$ cat config.mk
export PLATFORM = sky130hd
export DESIGN_NAME = equiv_stim_gen
export DESIGN_NICKNAME = d
export VERILOG_FILES = /design/src/rtl/equiv_stim_pkg.sv /design/src/rtl/equiv_lfsr32.sv /design/src/rtl/equiv_stim_gen.sv
export SDC_FILE = /design/constraint.sdc
export NUM_CORES = 1
export LEC_CHECK = 0
export BUFFER_PORTS_ARGS = -buffer_cell sky130_fd_sc_hd__buf_2
export CORE_AREA = 2 2 172 174
export DETAILED_ROUTE_END_ITERATION = 10
export DIE_AREA = 0 0 174 176
export PLACE_DENSITY = 0.76
export SYNTH_ARGS = -nofsm -noshare
export SYNTH_HDL_FRONTEND = slang
export SYNTH_SLANG_ARGS = --single-unit
$ cat constraint.sdc
create_clock -name clk -period 11.4 [get_ports clk]
set_input_delay 0.57 -clock clk [delete_from_list [all_inputs] [get_ports clk]]
set_output_delay 0.57 -clock clk [all_outputs]
set_load 0.005 [all_outputs]
$ cat src/rtl/equiv_stim_pkg.sv
// Shared types and constants for the equivalence stimulus generator.
//
// Contents:
//   state_e        run-control FSM states
//   LfsrPoly       Galois polynomial for every LFSR lane (shift right)
//   SeedXor1/2     scramble constants that derive lane 1/2 seeds from the user seed
//   Wire*Off/W     bit offset and width of each stimulus port in the 84-bit vector
//   StimW          total stimulus width
//   lfsr_next()    one Galois step
package equiv_stim_pkg;

  typedef enum logic [1:0] {
    StIdle,
    StRun,
    StDrain,
    StDone
  } state_e;

  localparam logic [31:0] LfsrPoly = 32'h8020_0003;
  localparam logic [31:0] SeedXor1 = 32'h9E37_79B9;
  localparam logic [31:0] SeedXor2 = 32'h7F4A_7C15;

  localparam int unsigned Wire0Off = 0;
  localparam int unsigned Wire0W   = 19;
  localparam int unsigned Wire1Off = 19;
  localparam int unsigned Wire1W   = 20;
  localparam int unsigned Wire2Off = 39;
  localparam int unsigned Wire2W   = 18;
  localparam int unsigned Wire3Off = 57;
  localparam int unsigned Wire3W   = 12;
  localparam int unsigned Wire4Off = 69;
  localparam int unsigned Wire4W   = 15;

  localparam int unsigned StimW = 84;

  function automatic logic [31:0] lfsr_next(input logic [31:0] s);
    logic [31:0] r;
    r = s >> 1;
    if (s[0]) begin
      r = r ^ LfsrPoly;
    end
    return r;
  endfunction

endpackage

$ cat src/rtl/equiv_lfsr32.sv
// One 32-bit Galois LFSR lane (shift right, polynomial LfsrPoly).
//
// Ports:
//   clk_i    clock
//   rst_i    asynchronous reset, active-high
//   load_i   load seed_i (a zero seed is replaced by 1 so the lane never locks up)
//   en_i     advance one step
//   seed_i   seed value
//   state_o  low OutW bits of the current lane state
module equiv_lfsr32
  import equiv_stim_pkg::*;
#(
  parameter int unsigned OutW = 32
) (
  input  logic            clk_i,
  input  logic            rst_i,
  input  logic            load_i,
  input  logic            en_i,
  input  logic [31:0]     seed_i,
  output logic [OutW-1:0] state_o
);

  logic [31:0] state_q, state_d;

  always_comb begin
    state_d = state_q;
    if (load_i) begin
      state_d = (seed_i == 32'h0) ? 32'h1 : seed_i;
    end else if (en_i) begin
      state_d = lfsr_next(state_q);
    end
  end

  always_ff @(posedge clk_i or posedge rst_i) begin
    if (rst_i) begin
      state_q <= 32'h1;
    end else begin
      state_q <= state_d;
    end
  end

  assign state_o = state_q[OutW-1:0];

endmodule

$ cat src/rtl/equiv_stim_gen.sv
// Self-checking stimulus source for a two-copy equivalence harness.
// Drives LFSR vectors onto wire0..wire4 for num_vectors cycles, compares y_1 against y_2
// PIPE_DEPTH cycles later, and reports pass, a saturating mismatch count and the index of
// the first failing vector.
//
// Optional feature: define EQUIV_STIM_SNAPSHOT_EN to keep a PIPE_DEPTH-deep history of
// issued vectors and capture the vector behind the first failure in fail_snapshot.
// Without it, fail_snapshot is tied to 0.
//
// Ports:
//   clk, rst                 clock, asynchronous active-high reset
//   start                    begin a run (accepted in IDLE/DONE only)
//   seed, num_vectors        run configuration, captured on an accepted start
//   y_1, y_2                 outputs of the two design copies
//   wire0..wire4             stimulus slices of the 84-bit vector
//   busy, done, pass         run status (pass valid while done)
//   mismatch_cnt             saturating failing-compare count
//   first_fail_idx           index of first failing vector, all-ones if none
//   fail_snapshot            stimulus of the first failing vector
module equiv_stim_gen
  import equiv_stim_pkg::*;
#(
  parameter int unsigned PIPE_DEPTH = 2,
  parameter int unsigned YW         = 91,
  parameter int unsigned CNT_W      = 16
) (
  input  logic               clk,
  input  logic               rst,
  input  logic               start,
  input  logic [31:0]        seed,
  input  logic [CNT_W-1:0]   num_vectors,
  input  logic [YW-1:0]      y_1,
  input  logic [YW-1:0]      y_2,
  output logic [Wire0W-1:0]  wire0,
  output logic [Wire1W-1:0]  wire1,
  output logic [Wire2W-1:0]  wire2,
  output logic [Wire3W-1:0]  wire3,
  output logic [Wire4W-1:0]  wire4,
  output logic               busy,
  output logic               done,
  output logic               pass,
  output logic [CNT_W-1:0]   mismatch_cnt,
  output logic [CNT_W-1:0]   first_fail_idx,
  output logic [StimW-1:0]   fail_snapshot
);

  state_e state_q, state_d;

  logic [CNT_W-1:0] num_q, num_d;
  logic [CNT_W-1:0] vec_idx_q, vec_idx_d;
  logic [3:0]       drain_q, drain_d;
  logic [StimW-1:0] stim_q, stim_d;
  logic [CNT_W-1:0] mismatch_q, mismatch_d;
  logic [CNT_W-1:0] first_idx_q, first_idx_d;

  // Issue flag and vector index travel together so each compare knows which vector it checks.
  logic [PIPE_DEPTH-1:0] valid_sr_q, valid_sr_d;
  logic [CNT_W-1:0]      idx_sr_q [PIPE_DEPTH];
  logic [CNT_W-1:0]      idx_sr_d [PIPE_DEPTH];

  logic             accept;
  logic             issue;
  logic             cmp_fail;
  logic             first_fail;
  logic [31:0]      lane0, lane1;
  logic [StimW-65:0] lane2;
  logic [StimW-1:0] stim_next;

  assign accept     = start && ((state_q == StIdle) || (state_q == StDone));
  assign issue      = (state_q == StRun);
  assign cmp_fail   = valid_sr_q[PIPE_DEPTH-1] && (y_1 != y_2);
  assign first_fail = cmp_fail && (mismatch_q == '0);

  // Lane 2 only needs its low 20 bits; bits 95:84 of the bank are never driven out.
  equiv_lfsr32 #(
    .OutW(32)
  ) u_lane0 (
    .clk_i  (clk),
    .rst_i  (rst),
    .load_i (accept),
    .en_i   (issue),
    .seed_i (seed),
    .state_o(lane0)
  );

  equiv_lfsr32 #(
    .OutW(32)
  ) u_lane1 (
    .clk_i  (clk),
    .rst_i  (rst),
    .load_i (accept),
    .en_i   (issue),
    .seed_i (seed ^ SeedXor1),
    .state_o(lane1)
  );

  equiv_lfsr32 #(
    .OutW(StimW - 64)
  ) u_lane2 (
    .clk_i  (clk),
    .rst_i  (rst),
    .load_i (accept),
    .en_i   (issue),
    .seed_i (seed ^ SeedXor2),
    .state_o(lane2)
  );

  assign stim_next = {lane2, lane1, lane0};

  // Next state.
  always_comb begin
    state_d = state_q;
    unique case (state_q)
      StIdle, StDone: begin
        if (start) begin
          state_d = (num_vectors == '0) ? StDone : StRun;
        end
      end
      StRun: begin
        if (vec_idx_q == num_q - CNT_W'(1)) begin
          state_d = StDrain;
        end
      end
      StDrain: begin
        // Last compare lands PIPE_DEPTH edges after the final issue; leave one edge later.
        if (drain_q == 4'(PIPE_DEPTH)) begin
          state_d = StDone;
        end
      end
      default: state_d = StIdle;
    endcase
  end

  // Datapath next-state.
  always_comb begin
    num_d       = num_q;
    vec_idx_d   = vec_idx_q;
    drain_d     = (state_q == StDrain) ? drain_q + 4'd1 : 4'd0;
    stim_d      = stim_q;
    mismatch_d  = mismatch_q;
    first_idx_d = first_idx_q;

    if (accept) begin
      num_d       = num_vectors;
      vec_idx_d   = '0;
      mismatch_d  = '0;
      first_idx_d = '1;
    end else begin
      if (issue) begin
        vec_idx_d = vec_idx_q + CNT_W'(1);
        stim_d    = stim_next;
      end
      if (cmp_fail && !(&mismatch_q)) begin
        mismatch_d = mismatch_q + CNT_W'(1);
      end
      if (first_fail) begin
        first_idx_d = idx_sr_q[PIPE_DEPTH-1];
      end
    end
  end

  always_comb begin
    valid_sr_d    = valid_sr_q;
    idx_sr_d      = idx_sr_q;
    valid_sr_d[0] = issue;
    idx_sr_d[0]   = vec_idx_q;
    for (int i = 1; i < int'(PIPE_DEPTH); i++) begin
      valid_sr_d[i] = valid_sr_q[i-1];
      idx_sr_d[i]   = idx_sr_q[i-1];
    end
  end

  always_ff @(posedge clk or posedge rst) begin
    if (rst) begin
      state_q     <= StIdle;
      num_q       <= '0;
      vec_idx_q   <= '0;
      drain_q     <= '0;
      stim_q      <= '0;
      mismatch_q  <= '0;
      first_idx_q <= '1;
      valid_sr_q  <= '0;
      for (int i = 0; i < int'(PIPE_DEPTH); i++) begin
        idx_sr_q[i] <= '0;
      end
    end else begin
      state_q     <= state_d;
      num_q       <= num_d;
      vec_idx_q   <= vec_idx_d;
      drain_q     <= drain_d;
      stim_q      <= stim_d;
      mismatch_q  <= mismatch_d;
      first_idx_q <= first_idx_d;
      valid_sr_q  <= valid_sr_d;
      idx_sr_q    <= idx_sr_d;
    end
  end

`ifdef EQUIV_STIM_SNAPSHOT_EN
  // History runs in lockstep with valid_sr_q, so the last entry is the vector under compare.
  logic [StimW-1:0] hist_q [PIPE_DEPTH];
  logic [StimW-1:0] hist_d [PIPE_DEPTH];
  logic [StimW-1:0] snap_q, snap_d;

  always_comb begin
    hist_d    = hist_q;
    hist_d[0] = stim_next;
    for (int i = 1; i < int'(PIPE_DEPTH); i++) begin
      hist_d[i] = hist_q[i-1];
    end
    snap_d = snap_q;
    if (accept) begin
      snap_d = '0;
    end else if (first_fail) begin
      snap_d = hist_q[PIPE_DEPTH-1];
    end
  end

  always_ff @(posedge clk or posedge rst) begin
    if (rst) begin
      snap_q <= '0;
      for (int i = 0; i < int'(PIPE_DEPTH); i++) begin
        hist_q[i] <= '0;
      end
    end else begin
      snap_q <= snap_d;
      hist_q <= hist_d;
    end
  end

  assign fail_snapshot = snap_q;
`else
  assign fail_snapshot = '0;
`endif

  assign wire0          = stim_q[Wire0Off +: Wire0W];
  assign wire1          = stim_q[Wire1Off +: Wire1W];
  assign wire2          = stim_q[Wire2Off +: Wire2W];
  assign wire3          = stim_q[Wire3Off +: Wire3W];
  assign wire4          = stim_q[Wire4Off +: Wire4W];
  assign busy           = (state_q == StRun) || (state_q == StDrain);
  assign done           = (state_q == StDone);
  assign pass           = done && (mismatch_q == '0);
  assign mismatch_cnt   = mismatch_q;
  assign first_fail_idx = first_idx_q;

endmodule
==> flow_metrics.tcl <==
set metrics [dict create \
    status "complete, no violations" \
    synth_compound_area_frac 0.109 \
    r2r_setup_slack_ps 8090 \
    nets 1915 \
    max_freq_ghz 0.302 \
    max-cap-violations 0 \
    cp_data_arrival_time_ps 3750 \
    switchingPower_mw 1.67 \
    antenna_left 0 \
    grt_pass1_vias 10700 \
    p_total_mw 4.44 \
    crit_fanout 116 \
    drcViolationCount 0 \
    die_height_um 176 \
    synth_top_family_by_area "simple AND/OR/NAND/NOR gates" \
    fin_setup_tns_ps 0 \
    cp_data_required_time_ps 11840 \
    cts_hold_buf 0 \
    numPortBuffers 351 \
    rows 62 \
    area_growth_pct 19.7 \
    layout_min_cycle_time_ps 3310 \
    grt_setup_unrepaired "no" \
    postSynthCellCount 1351 \
    synth_area_sq_um 13900 \
    coreArea_sq_um 28500 \
    wl_per_cell_um 19.2 \
    cts_resized 0 \
    die_area_sq_um 30600 \
    cts.reportedPaths.clkPinSlew_ps 60 \
    critPathKind "reg -> reg" \
    crit_start "state_q[1]" \
    yosys.area_share.simple 0.147 \
    synthFlopType "dfrtp_1" \
    synth.area.top_cells "dfrtp_1, xnor2_1, buf_4, dfstp_2, nand2_1" \
    n_fill_cell 2407 \
    slew_headroom 0.239 \
    grt_pass1_wl_um 62000 \
    synth_top_area_share 0.479 \
    numCtsBuffers 29 \
    ctsHtreeMaxLevel 1 \
    synth_edf_count 0 \
    p_leak_nw 7.89 \
    dp_hpwl_um 30100 \
    combPwrFrac 0.390 \
    clk_latency_ps 550 \
    power_frac_seq 0.397 \
    grt_use_total 0.262 \
    ys_warn_count 0 \
    yosysUniqueCellTypes 55 \
    cts_tree "done" \
    power_density_nw_per_um2 268 \
    drv_slew 0 \
    routabilityCongestion 0.969 \
    synth_top_area_cell "dfrtp_1" \
    hold_viol_final 0 \
    hold_class "in -> async" \
    via_per_inst 5.29 \
    synthArstFlopShare 1.00 \
    r2r_start "state_q[1]" \
    intPower_mw 2.77 \
    worst_r2r_endpoint "stim_q[51]" \
    num_vias 11100 \
    antenna_found_initial 19 \
    clkPwrFrac 0.213 \
    drive_gt1_frac 0.273 \
    totalWireLength_um 40200 \
    fin_worst_skew_ps 7.82 \
    grt_start_max_net_pins 131 \
    die_x_um 174 \
    cts_setup_buffers 0 \
    peakVddDrop_mv 0.193 \
    io_pins 436 \
    drt_iter0_markers 863 \
    synth_seq_cells 284 \
    setup_viol 0 \
    synthAdderAreaFrac 0.00903 \
    firstDrtPassIters 6 \
    avgSynthCellArea_sq_um 10.3 \
    period_share 0.291 \
    switching_share 0.376 \
    start_kind "register" \
    crit_path_end_kind "register" \
    cts_max_path_buffers 3 \
    start_util 0.485 \
    rr_worst_depth 5 \
    synth-xor-area-share 0.0847 \
    synth.yosys.seq_area_share 0.515 \
    muxShareOfSynthArea 0.0516 \
    worst_pin_slew_ps 1140 \
    grt_overflow 0 \
    cts.sinks 284 \
    root_buffer "clkbuf_16" \
]
[worst max-delay path by stage]
stage | end | slack (ps) | cells past startpoint
6_report | stim_q[51] | 8090 | 5
5_1_grt | u_lane1.state_o[12] | 7820 | 6
4_1_cts | stim_q[75] | 8110 | 5
3_5_place_dp | first_fail_idx[12] | 8070 | 9
3_3_place_gp | first_fail_idx[9] | 8160 | 9
2_1_floorplan | drain_q[0] | 3030 | 1
[worst max-delay path, cell delays in order (launching register included)]
cell and delay (ps):
dfrtp_1 400, inv_1 150, ha_4 370, buf_4 880, buf_4 880, mux2_2 420
[cell usage in the layout, fill, tap and decap left out, drive strengths merged, types with 13 or more instances in the layout]
cell type,n
dfstp,19
nand4,37
buf,357
xor2,27
o21ai,81
a211o,16
nand3,19
nor3,13
o21bai,25
nand2b,60
mux2i,41
o21a,18
a31oi,58
xnor2,107
dfrtp,265
mux2,27
clkbuf,43
inv,72
conb,84
diode,13
nor4,25
and3,18
nand2,132
a21oi,21
nor2,50
[state kept, by name, indices dropped and copies added, names as in the netlist]
signal           flops
idx_sr_q            16
u_lane0.state_o     32
u_lane1.state_o     32
mismatch_cnt        16
u_lane2.state_q     32
vec_idx_q           16
drain_q              4
idx_sr_d            16
stim_q              84
state_q              2
valid_sr_q           2
num_q               16
first_fail_idx      16
[per-layer routing]
metal | vias to the layer above | track usage | part of all wire
met4 | 14 | 0.0648 | 0.024
li1 | 5119 | - | -
met2 | 504 | 0.399 | 0.44
met5 | - | 0 | 0.0020
met1 | 5343 | 0.350 | 0.41
met3 | 76 | 0.110 | 0.13
[synth_stat cells, types with 16 or more instances]
cell type    n
nor2_1      50
and3_1      18
nand2_1    132
nor4_1      23
mux2_2      27
xor2_1      27
dfrtp_1    265
dfstp_2     19
o21ai_0     80
clkbuf_1    52
a31oi_1     58
buf_4       84
mux2i_1     41
nand4_1     37
xnor2_1    107
inv_1       71
a21oi_1     21
nand3_1     19
nand2b_1    60
o21bai_1    25
a211o_1     16
o21a_1      18
[kinds of logic after synthesis]
| group | after synthesis |
|---|---|
| and+or+nand+nor | 392 |
| muxes | 68 |
| adders and majority gates | 10 |
| buffers and inverters | 221 |
| DFF | 284 |
| AOI/OAI and AO/OA | 241 |
| xor gates and xnor gates | 134 |
| other | 1 |
[power by group through the flow]
stage	sequential [mW]	combinational, mW	clock (mW)
2_1_floorplan	1.70	1.20	0
3_3_place_gp	1.75	1.67	0
3_5_place_dp	1.76	1.73	0
4_1_cts	1.76	1.74	0.960
5_1_grt	1.81	1.94	1.00
6_report	1.76	1.73	0.945
[per-stage QoR]
step	util	setup WS [ps]	instances	cell area, sq um	hold WS [ps]
6_report	0.581	8090	2091	16600	177
3_3_place_gp	0.546	8160	2025	15600	332
3_5_place_dp	0.546	8070	2025	15600	335
4_1_cts	0.580	8110	2078	16500	206
5_1_grt	0.580	7820	2079	16600	220
2_1_floorplan	-	3030	1434	14200	331
[area by class of cell]
class / count / area [sq um] / share of cell area
antenna: 13 / 32.5 / 0.00196
clock buffer: 43 / 878 / 0.0530
clock inverter: 10 / 81.3 / 0.00490
inverter: 71 / 274 / 0.0165
multi-input combinational: 929 / 5900 / 0.356
sequential: 284 / 7130 / 0.430
tap: 384 / 480 / 0.0290
timing repair buffer: 357 / 1800 / 0.109
(Power assumes the default switching activity.)
